<file path="src/rtl/div_seq.sv">
// Multi-cycle radix-2 restoring divider for RISC-V DIV/DIVU/REM/REMU.
// Result packing is {remainder, quotient}; one quotient bit is produced per cycle.
module div_seq #(
    parameter int DATA_W = 32
) (
    input  logic                clk,
    input  logic                rst,
    input  logic                signed_div_i,
    input  logic [DATA_W-1:0]   opdata1_i,
    input  logic [DATA_W-1:0]   opdata2_i,
    input  logic                start_i,
    input  logic                annul_i,
    output logic [2*DATA_W-1:0] result_o,
    output logic                ready_o
);

    localparam int CNT_W = (DATA_W > 1) ? $clog2(DATA_W) : 1;

    typedef enum logic [1:0] {FREE, BYZERO, ON, END} state_t;

    function automatic logic [DATA_W-1:0] neg_if(input logic [DATA_W-1:0] v, input logic en);
        return en ? (~v + DATA_W'(1)) : v;
    endfunction

    state_t                state_q, state_d;
    logic [CNT_W-1:0]      cnt_q, cnt_d;
    logic                  ready_q, ready_d;
    logic [2*DATA_W-1:0]   result_q, result_d;

    logic [2*DATA_W:0]     part_q, part_d;
    logic [DATA_W-1:0]     divisor_q, divisor_d;
    logic [DATA_W-1:0]     dividend_q, dividend_d;
    logic                  neg_quot_q, neg_quot_d;
    logic                  neg_rem_q, neg_rem_d;
    logic [2*DATA_W-1:0]   res_q, res_d;

    logic signed [DATA_W-1:0] op1_s, op2_s;
    logic                     op1_neg, op2_neg;

    logic [2*DATA_W+1:0]   shift;
    logic [DATA_W+1:0]     upper;
    logic [DATA_W:0]       diff;
    logic                  geq;
    logic [2*DATA_W:0]     step;

    assign op1_s   = opdata1_i;
    assign op2_s   = opdata2_i;
    assign op1_neg = signed_div_i && (op1_s < 0);
    assign op2_neg = signed_div_i && (op2_s < 0);

    // One restoring step; the top bit of upper is always zero in practice but keeps the compare exact.
    always_comb begin
        shift = {part_q, 1'b0};
        upper = shift[2*DATA_W+1:DATA_W];
        diff  = upper[DATA_W:0] - {1'b0, divisor_q};
        geq   = upper[DATA_W+1] || (upper[DATA_W:0] >= {1'b0, divisor_q});
        step  = geq ? {diff, shift[DATA_W-1:1], 1'b1} : shift[2*DATA_W:0];
    end

    always_comb begin
        state_d    = state_q;
        cnt_d      = cnt_q;
        ready_d    = 1'b0;
        result_d   = '0;
        part_d     = part_q;
        divisor_d  = divisor_q;
        dividend_d = dividend_q;
        neg_quot_d = neg_quot_q;
        neg_rem_d  = neg_rem_q;
        res_d      = res_q;

        case (state_q)
            FREE: begin
                if (start_i && !annul_i) begin
                    dividend_d = opdata1_i;
                    if (opdata2_i == '0) begin
                        state_d = BYZERO;
                    end else begin
                        divisor_d  = neg_if(opdata2_i, op2_neg);
                        part_d     = {{(DATA_W+1){1'b0}}, neg_if(opdata1_i, op1_neg)};
                        neg_quot_d = op1_neg ^ op2_neg;
                        neg_rem_d  = op1_neg;
                        cnt_d      = '0;
                        state_d    = ON;
                    end
                end
            end

            BYZERO: begin
                if (annul_i || !start_i) begin
                    state_d = FREE;
                end else begin
                    res_d   = {dividend_q, {DATA_W{1'b1}}};
                    state_d = END;
                end
            end

            ON: begin
                if (annul_i || !start_i) begin
                    cnt_d   = '0;
                    state_d = FREE;
                end else begin
                    part_d = step;
                    cnt_d  = cnt_q + CNT_W'(1);
                    if (cnt_q == CNT_W'(DATA_W-1)) begin
                        res_d   = {neg_if(step[2*DATA_W-1:DATA_W], neg_rem_q),
                                   neg_if(step[DATA_W-1:0], neg_quot_q)};
                        cnt_d   = '0;
                        state_d = END;
                    end
                end
            end

            END: begin
                if (annul_i || !start_i) begin
                    state_d = FREE;
                end else begin
                    ready_d  = 1'b1;
                    result_d = res_q;
                end
            end

            default: state_d = FREE;
        endcase
    end

    always_ff @(posedge clk) begin
        if (rst) begin
            state_q  <= FREE;
            cnt_q    <= '0;
            ready_q  <= 1'b0;
            result_q <= '0;
        end else begin
            state_q  <= state_d;
            cnt_q    <= cnt_d;
            ready_q  <= ready_d;
            result_q <= result_d;
        end
    end

    // Datapath registers carry no reset; the FSM never reads them before loading.
    always_ff @(posedge clk) begin
        part_q     <= part_d;
        divisor_q  <= divisor_d;
        dividend_q <= dividend_d;
        neg_quot_q <= neg_quot_d;
        neg_rem_q  <= neg_rem_d;
        res_q      <= res_d;
    end

    assign ready_o  = ready_q;
    assign result_o = result_q;

endmodule

</file>
<file path="config.mk">
export PLATFORM = sky130hd
export DESIGN_NAME = div_seq
export DESIGN_NICKNAME = d
export VERILOG_FILES = /design/src/rtl/div_seq.sv
export SDC_FILE = /design/constraint.sdc
export NUM_CORES = 1
export LEC_CHECK = 0
export ABC_AREA = 0
export BUFFER_PORTS_ARGS = -buffer_cell sky130_fd_sc_hd__buf_2
export CAP_MARGIN = 20
export CELL_PAD_IN_SITES_DETAIL_PLACEMENT = 1
export CELL_PAD_IN_SITES_GLOBAL_PLACEMENT = 1
export CORE_ASPECT_RATIO = 0.7
export CORE_MARGIN = 2
export CORE_UTILIZATION = 36
export CTS_CLUSTER_SIZE = 30
export DETAILED_ROUTE_END_ITERATION = 10
export PLACE_DENSITY = 0.62
export SYNTH_ARGS = -nofsm -noshare
export SYNTH_HDL_FRONTEND = slang
export SYNTH_SLANG_ARGS = --single-unit
</file>
<file path="constraint.sdc">
create_clock -name clk -period 12 [get_ports clk]
set_input_delay 2.4 -clock clk [delete_from_list [all_inputs] [get_ports clk]]
set_output_delay 2.4 -clock clk [all_outputs]
set_load 0.01 [all_outputs]
</file>
==> metrics.txt, run 1 <==
outcome finished, final reports clean; worst-margin pin slew roughly 1 ns; detailed placement HPWL ~32 mm; Slew Viols, Final 0; max_slew headroom roughly a third; area share of the largest cell type after synthesis around 39%; overall routed net length approximately 43 mm; clock slew at reported path FFs 0.07 ns; final total negative setup slack 0 ns; worst clock skew on the final layout 0.0274 ns; clk_lat worst skew 0.59 ns; highest ir drop seen on vdd between 100 and 150 uV; number of max-cap violations 0; CP Data Required Time around 12 ns; clk sink count between 200 and 300; Mapped Cells about 1.5k; placed cell count roughly 2.1k; maximum number of pins on one net before global-route repair between 80 and 90; netlist area before placement ~0.015 mm2; setup slack on the worst flop-to-flop path 5.49 ns; worst min path class reg2reg; routed vias 11.5k; Post-CTS Setup Repair Bufs 0; number of buffers on the longest clock path 3; non-filler cells in the finished layout 2142; final routed DRC violation total 0; PortBufs ~130; distinct cell type count of the synthesized netlist 94; CTS root buf sky130_fd_sc_hd__clkbuf_16; library cell occupying the most area in the post-synthesis netlist sky130_fd_sc_hd__edfxtp_1; CTS hold repair buffers 0; leading post-synthesis cells by cell area sky130_fd_sc_hd__edfxtp_1 39%, sky130_fd_sc_hd__dfxtp_1 9.6%, sky130_fd_sc_hd__xor2_1 4.5%, sky130_fd_sc_hd__and2_1 3.8%, sky130_fd_sc_hd__ha_1 3.6%; number of antenna violations at the first check in global routing 2; All-Layer GR Usage 20.0%; critical path data arrival time slightly below 7 ns; count of yosys warnings during synthesis 0; final critical path time including I/O delays and setup ~6.5 ns; number of primary I/O pins about 130; number of flops mapped to enable cells by yosys between 150 and 200; Primary FF master, synth sky130_fd_sc_hd__edfxtp_1; sequential cell area fraction in the yosys report 48.7%; floorplan die width approximately 250 um; Antenna Diode Count 0; register bit total from synthesis 267; Floorplan Core Area between 0.04 and 0.05 mm2; category of the most critical setup path reg2reg; starting utilization of the core area a little over a third; endpoint type of the worst setup path flop; critical path startpoint category flop; detailed-router iteration count before antenna repair 5; critical path fanouts, max between 50 and 60; Peak Freq 154 MHz; Post-Syn Area per Cell about 10 um2; sum of overflow across all layers after global routing 0; Final setup violation count 0; GPL Wtd Cong 0.878; die footprint between 0.04 and 0.05 mm2; detailed router's first-iteration violation count 790; standby leakage power ~6.5 nW; first-pass GRT wire length 67.5 mm; number of gates resized after CTS 0; mean number of vias per cell about 5.4; TritonCTS clock tree done; Area growth, synth to finish 14.6%; fraction of final layout cells sized beyond drive strength 1 16.7%; power density over the cells about 180 mW/mm2; net count after synthesis 1578; RSZ-0062 raised after global routing no; leading cell type in the layout, fill and taps excluded sky130_fd_sc_hd__edfxtp_1; height of the die around 170 um; Final Hold Vio Count 0; number of nets in the layout between 1.5k and 2k; via count of the first global-routing pass approximately 12k; routed length per instance 20.2 um; number of CTS-inserted buffers 30; Max H-tree Level 1; highest-count cells in the layout ignoring fill and taps 195 x sky130_fd_sc_hd__edfxtp_1, 140 x sky130_fd_sc_hd__nand2_1, 133 x sky130_fd_sc_hd__buf_2; Final period util between 50% and 60%; async set-or-reset flop fraction in the synthesized netlist 0%; row count 62; antenna-violating nets left 0
## registers in the layout, summed over array words and instances, names as in the netlist, 2 cells and up
signal / flops
result_o: 64
divisor_q: 32
cnt_q: 5
part_q: 65
state_q: 2
res_q: 64
dividend_q: 32
## worst paths after layout
kind	end	start	depth (start not counted)
max reg2reg	res_q[56]	part_q[40]	19
min	result_o[19]	res_q[19]	1
min reg2reg	result_o[19]	res_q[19]	1
max	res_q[56]	part_q[40]	19
## routing by layer
layer / vias up / part of all wire [%] / track usage [%]
li1: 5556 / - / -
met1: 5635 / 51 / 30.5
met2: 232 / 43 / 30.6
met3: 47 / 4.1 / 2.35
met4: 2 / 1.7 / 3.64
met5: - / 0.030 / 0
## logic make-up (layout without fill, tap and decap cells)
logic type | Yosys count | in the layout | synth area share, %
flip-flops | 267 | 267 | 48.7
buffers and inverters | 127 | 260 | 3.70
XOR/XNOR | 125 | 125 | 7.31
AND/OR/NAND/NOR | 524 | 524 | 18.4
AO/OA/AOI/OAI | 349 | 349 | 16.0
multiplexers | 29 | 29 | 2.11
adder cells (fa/ha/maj) | 44 | 44 | 3.73
## worst max-delay path, cell delays in order, from the launching register on
cell	delay, ns
sky130_fd_sc_hd__edfxtp_1	0.48
sky130_fd_sc_hd__ha_1	0.53
sky130_fd_sc_hd__nand4_1	0.24
sky130_fd_sc_hd__nor4_1	0.70
sky130_fd_sc_hd__nand4_1	0.21
sky130_fd_sc_hd__o211ai_2	0.20
sky130_fd_sc_hd__or2_2	0.18
sky130_fd_sc_hd__buf_4	0.50
sky130_fd_sc_hd__inv_2	0.10
sky130_fd_sc_hd__mux2i_1	0.32
sky130_fd_sc_hd__ha_1	0.29
sky130_fd_sc_hd__nand2_1	0.08
sky130_fd_sc_hd__or4b_2	0.68
sky130_fd_sc_hd__or3_1	0.34
sky130_fd_sc_hd__nor3_1	0.20
sky130_fd_sc_hd__a41oi_2	0.10
sky130_fd_sc_hd__a211o_4	0.38
sky130_fd_sc_hd__o31a_1	0.30
sky130_fd_sc_hd__xnor2_1	0.13
sky130_fd_sc_hd__mux2_2	0.27
## metrics by stage
step	hold slack [ns]	power [mW]	utilization (%)	worst slack (ns)	cell area, um2
floorplan	0.420	1.90	-	4.97	15000
global placement	0.424	2.17	39.2	5.89	16100
detailed placement	0.431	2.18	39.2	5.61	16100
CTS	0.434	3.16	41.7	5.51	17100
global route	0.455	3.32	41.8	5.13	17200
finish	0.437	3.14	41.8	5.49	17200
## where the power goes
group / leakage, nW / internal, mW / switching [mW]
clock network: 0.498 / 0.576 / 0.393
registers: 2.35 / 1.14 / 0.0439
logic: 3.61 / 0.345 / 0.647
total: 6.46 / 2.06 / 1.08
## Yosys cell counts (15+ instances only)
master and number:
sky130_fd_sc_hd__and2_1 90, sky130_fd_sc_hd__o21a_1 15, sky130_fd_sc_hd__ha_1 43, sky130_fd_sc_hd__edfxtp_1 195, sky130_fd_sc_hd__nor2_1 98, sky130_fd_sc_hd__xnor2_1 48, sky130_fd_sc_hd__a21o_1 17, sky130_fd_sc_hd__o21ai_0 98
sky130_fd_sc_hd__o31ai_1 24, sky130_fd_sc_hd__clkbuf_1 43, sky130_fd_sc_hd__or3_1 19, sky130_fd_sc_hd__inv_1 57, sky130_fd_sc_hd__nor3_1 36, sky130_fd_sc_hd__xor2_1 77, sky130_fd_sc_hd__dfxtp_1 72, sky130_fd_sc_hd__nand3_1 27
sky130_fd_sc_hd__a21oi_1 80, sky130_fd_sc_hd__nand2_1 140, sky130_fd_sc_hd__mux2_2 16
## area by class of cell
| class | count | area (um2) |
|---|---|---|
| Fill cell | 4569 | 23900 |
| Sequential cell | 267 | 7300 |
| Multi-Input combinational cell | 1071 | 7150 |
| Clock buffer | 43 | 841 |
| Timing Repair Buffer | 145 | 776 |
| Tap cell | 544 | 681 |
| Inverter | 59 | 221 |
| Clock inverter | 13 | 193 |
Power figures use the tool's default switching activity.
==> run 2, diff against run 1 <==
--- a/config.mk
+++ b/config.mk
@@ -15,7 +15,7 @@
 export CORE_UTILIZATION = 36
 export CTS_CLUSTER_SIZE = 30
 export DETAILED_ROUTE_END_ITERATION = 10
-export PLACE_DENSITY = 0.62
+export PLACE_DENSITY = 0.64
 export SYNTH_ARGS = -nofsm -noshare
 export SYNTH_HDL_FRONTEND = slang
 export SYNTH_SLANG_ARGS = --single-unit
==> constraint.sdc (replaced) <==
create_clock -name clk -period 5.95 [get_ports clk]
set_input_delay 1.19 -clock clk [delete_from_list [all_inputs] [get_ports clk]]
set_output_delay 1.19 -clock clk [all_outputs]
set_load 0.01 [all_outputs]
==> metrics.txt, run 2 (same netlist as run 1, synthesis figures left out) <==
Final Hold Vio Count 0 (unchanged); Max H-tree Level 1 (unchanged); detailed router's first-iteration violation count 791 (+0.13%); RSZ-0062 raised after global routing no; starting utilization of the core area 36.5% (unchanged); end of the critical path res_q[54]; via count of the first global-routing pass 12.0k (+2.7%); CP Data Required Time 6.28 ns (-6.05 ns); detailed placement HPWL 33.5 mm (+4.3%); PortBufs 133 (unchanged); number of CTS-inserted buffers 30 (unchanged); TritonCTS clock tree done; critical path fanouts, max 10 (-81%); sum of overflow across all layers after global routing 0 (unchanged); GPL Wtd Cong 0.902 (+2.7%); worst clock skew on the final layout 0.0156 ns (-0.0118 ns); final critical path time including I/O delays and setup 5.45 ns (-1.06 ns); standby leakage power 6.53 nW (+1.0%); Post-CTS Setup Repair Bufs 0 (unchanged); critical path startpoint category flop; clk sink count 267 (unchanged); Area growth, synth to finish 15.1%; highest ir drop seen on vdd 228 uV (+100%); final core utilization 42.0% (+0.17 points); highest-count cells in the layout ignoring fill and taps 195 x sky130_fd_sc_hd__edfxtp_1, 140 x sky130_fd_sc_hd__nand2_1, 133 x sky130_fd_sc_hd__buf_2; Final setup violation count 0 (unchanged); CTS hold repair buffers 0 (unchanged); Floorplan Core Area 0.0410 mm2 (unchanged); final total negative setup slack 0 ns (unchanged); All-Layer GR Usage 20.8% (+0.78 points); outcome finished, final reports clean; number of nets in the layout 1699 (+0.71%); number of max-cap violations 0 (unchanged); Slew Viols, Final 0 (unchanged); number of buffers on the longest clock path 3 (unchanged); worst min path class reg2reg; worst flop-to-flop path endpoint res_q[54]; Antenna Diode Count 0 (unchanged); clk_lat worst skew 0.58 ns (about the same); detailed-router iteration count before antenna repair 5 (unchanged); number of antenna violations at the first check in global routing 1 (-1); endpoint type of the worst setup path flop; routed vias 11.7k (+1.6%); maximum number of pins on one net before global-route repair 85 (-1.2%); leading cell type in the layout, fill and taps excluded sky130_fd_sc_hd__edfxtp_1; number of primary I/O pins 134 (unchanged); worst-margin pin slew 0.964 ns (-0.0228 ns); Largest register FFs 65 (unchanged); final routed DRC violation total 0 (unchanged); row count 62 (unchanged); mean number of vias per cell 5.41 (+1.0%); worst reg2reg path depth 19 (unchanged); clock slew at reported path FFs 0.06 ns (about the same); most flop-heavy register part_q; Critical Path Source part_q[49]; first-pass GRT wire length 70.2 mm (+3.9%); max_slew headroom 35.7% (+1.7 points); routed length per instance 20.8 um (+3.0%); floorplan die width 248 um (unchanged); power density over the cells 367 mW/mm2 (+100%); setup slack on the worst flop-to-flop path 0.50 ns (-4.99 ns); Final period util 91.6% (+37 points); number of gates resized after CTS 0 (unchanged); die footprint 0.0433 mm2 (unchanged); fraction of final layout cells sized beyond drive strength 1 17.6% (+0.87 points); antenna-violating nets left 0 (unchanged); CTS root buf sky130_fd_sc_hd__clkbuf_16; Peak Freq 184 MHz (+19%); overall routed net length 44.8 mm (+3.6%); reg-to-reg startpoint part_q[49]; category of the most critical setup path reg2reg; height of the die 175 um (unchanged); critical path data arrival time 5.78 ns (-1.06 ns)
## run 2: cell count changes in the layout (fill, tap and decap cells not counted), sizes merged
| cell | change |
|---|---|
| inv | +2 |
| clkinv | +2 |
| bufinv | -3 |
| clkinvlp | -1 |
| buf | +12 |
## run 2: layer usage
layer	vias up	GRT usage [%]	share of wire (%)
met3	43	2.78	4.1
met2	224	32.3	44
met1	5813	31.3	50
met4	2	3.14	1.4
li1	5570	-	-
met5	-	0	0.027
## run 2: final cells by class
cell class	instances	area, um2
timing repair buffer	157	866
fill	4580	23800
clock inverter	13	100
multi-input combinational	1071	7150
clock buffer	43	913
sequential	267	7300
tap	544	681
inverter	59	221
## run 2: critical path, cell delays in order (launching register included)
cell                       delay, ns
sky130_fd_sc_hd__edfxtp_1       0.45
sky130_fd_sc_hd__ha_1           0.48
sky130_fd_sc_hd__a21oi_1        0.32
sky130_fd_sc_hd__o21ai_1        0.13
sky130_fd_sc_hd__a211oi_2       0.34
sky130_fd_sc_hd__o211ai_2       0.13
sky130_fd_sc_hd__or2_2          0.38
sky130_fd_sc_hd__inv_2          0.08
sky130_fd_sc_hd__mux2i_1        0.25
sky130_fd_sc_hd__ha_1           0.22
sky130_fd_sc_hd__nand2_1        0.08
sky130_fd_sc_hd__or4b_2         0.68
sky130_fd_sc_hd__or3_1          0.34
sky130_fd_sc_hd__nor3_1         0.19
sky130_fd_sc_hd__a41oi_2        0.08
sky130_fd_sc_hd__a211o_4        0.35
sky130_fd_sc_hd__buf_4          0.16
sky130_fd_sc_hd__nor3b_1        0.25
sky130_fd_sc_hd__mux2i_1        0.23
sky130_fd_sc_hd__nand2_1        0.08
## run 2: where the power goes
part	switching (mW)	internal (mW)
Sequential	0.0886	2.29
Clock	0.797	1.11
Combinational	1.32	0.707
## run 2: per-stage QoR
stage	total power [mW]	std cells	area, um2	hold WS (ns)	setup WS [ns]
final	6.32	2154	17200	0.440	0.501
after global routing	6.68	2154	17200	0.454	0.156
after CTS	6.37	2153	17200	0.444	0.540
after detailed placement	4.43	2097	16200	0.429	0.546
after global placement	4.38	2097	16200	0.422	0.670
after floorplan	3.84	1465	15000	0.420	0.132
## run 2: worst min-delay path by stage
| stage | depth (start not counted) | end | from |
|---|---|---|---|
| global route | 1 | result_o[2] | res_q[2] |
| finish | 1 | result_o[2] | res_q[2] |
| detailed placement | 1 | result_o[2] | res_q[2] |
| CTS | 1 | result_o[2] | res_q[2] |
| global placement | 1 | result_o[1] | res_q[1] |
| floorplan | 1 | result_o[0] | res_q[0] |
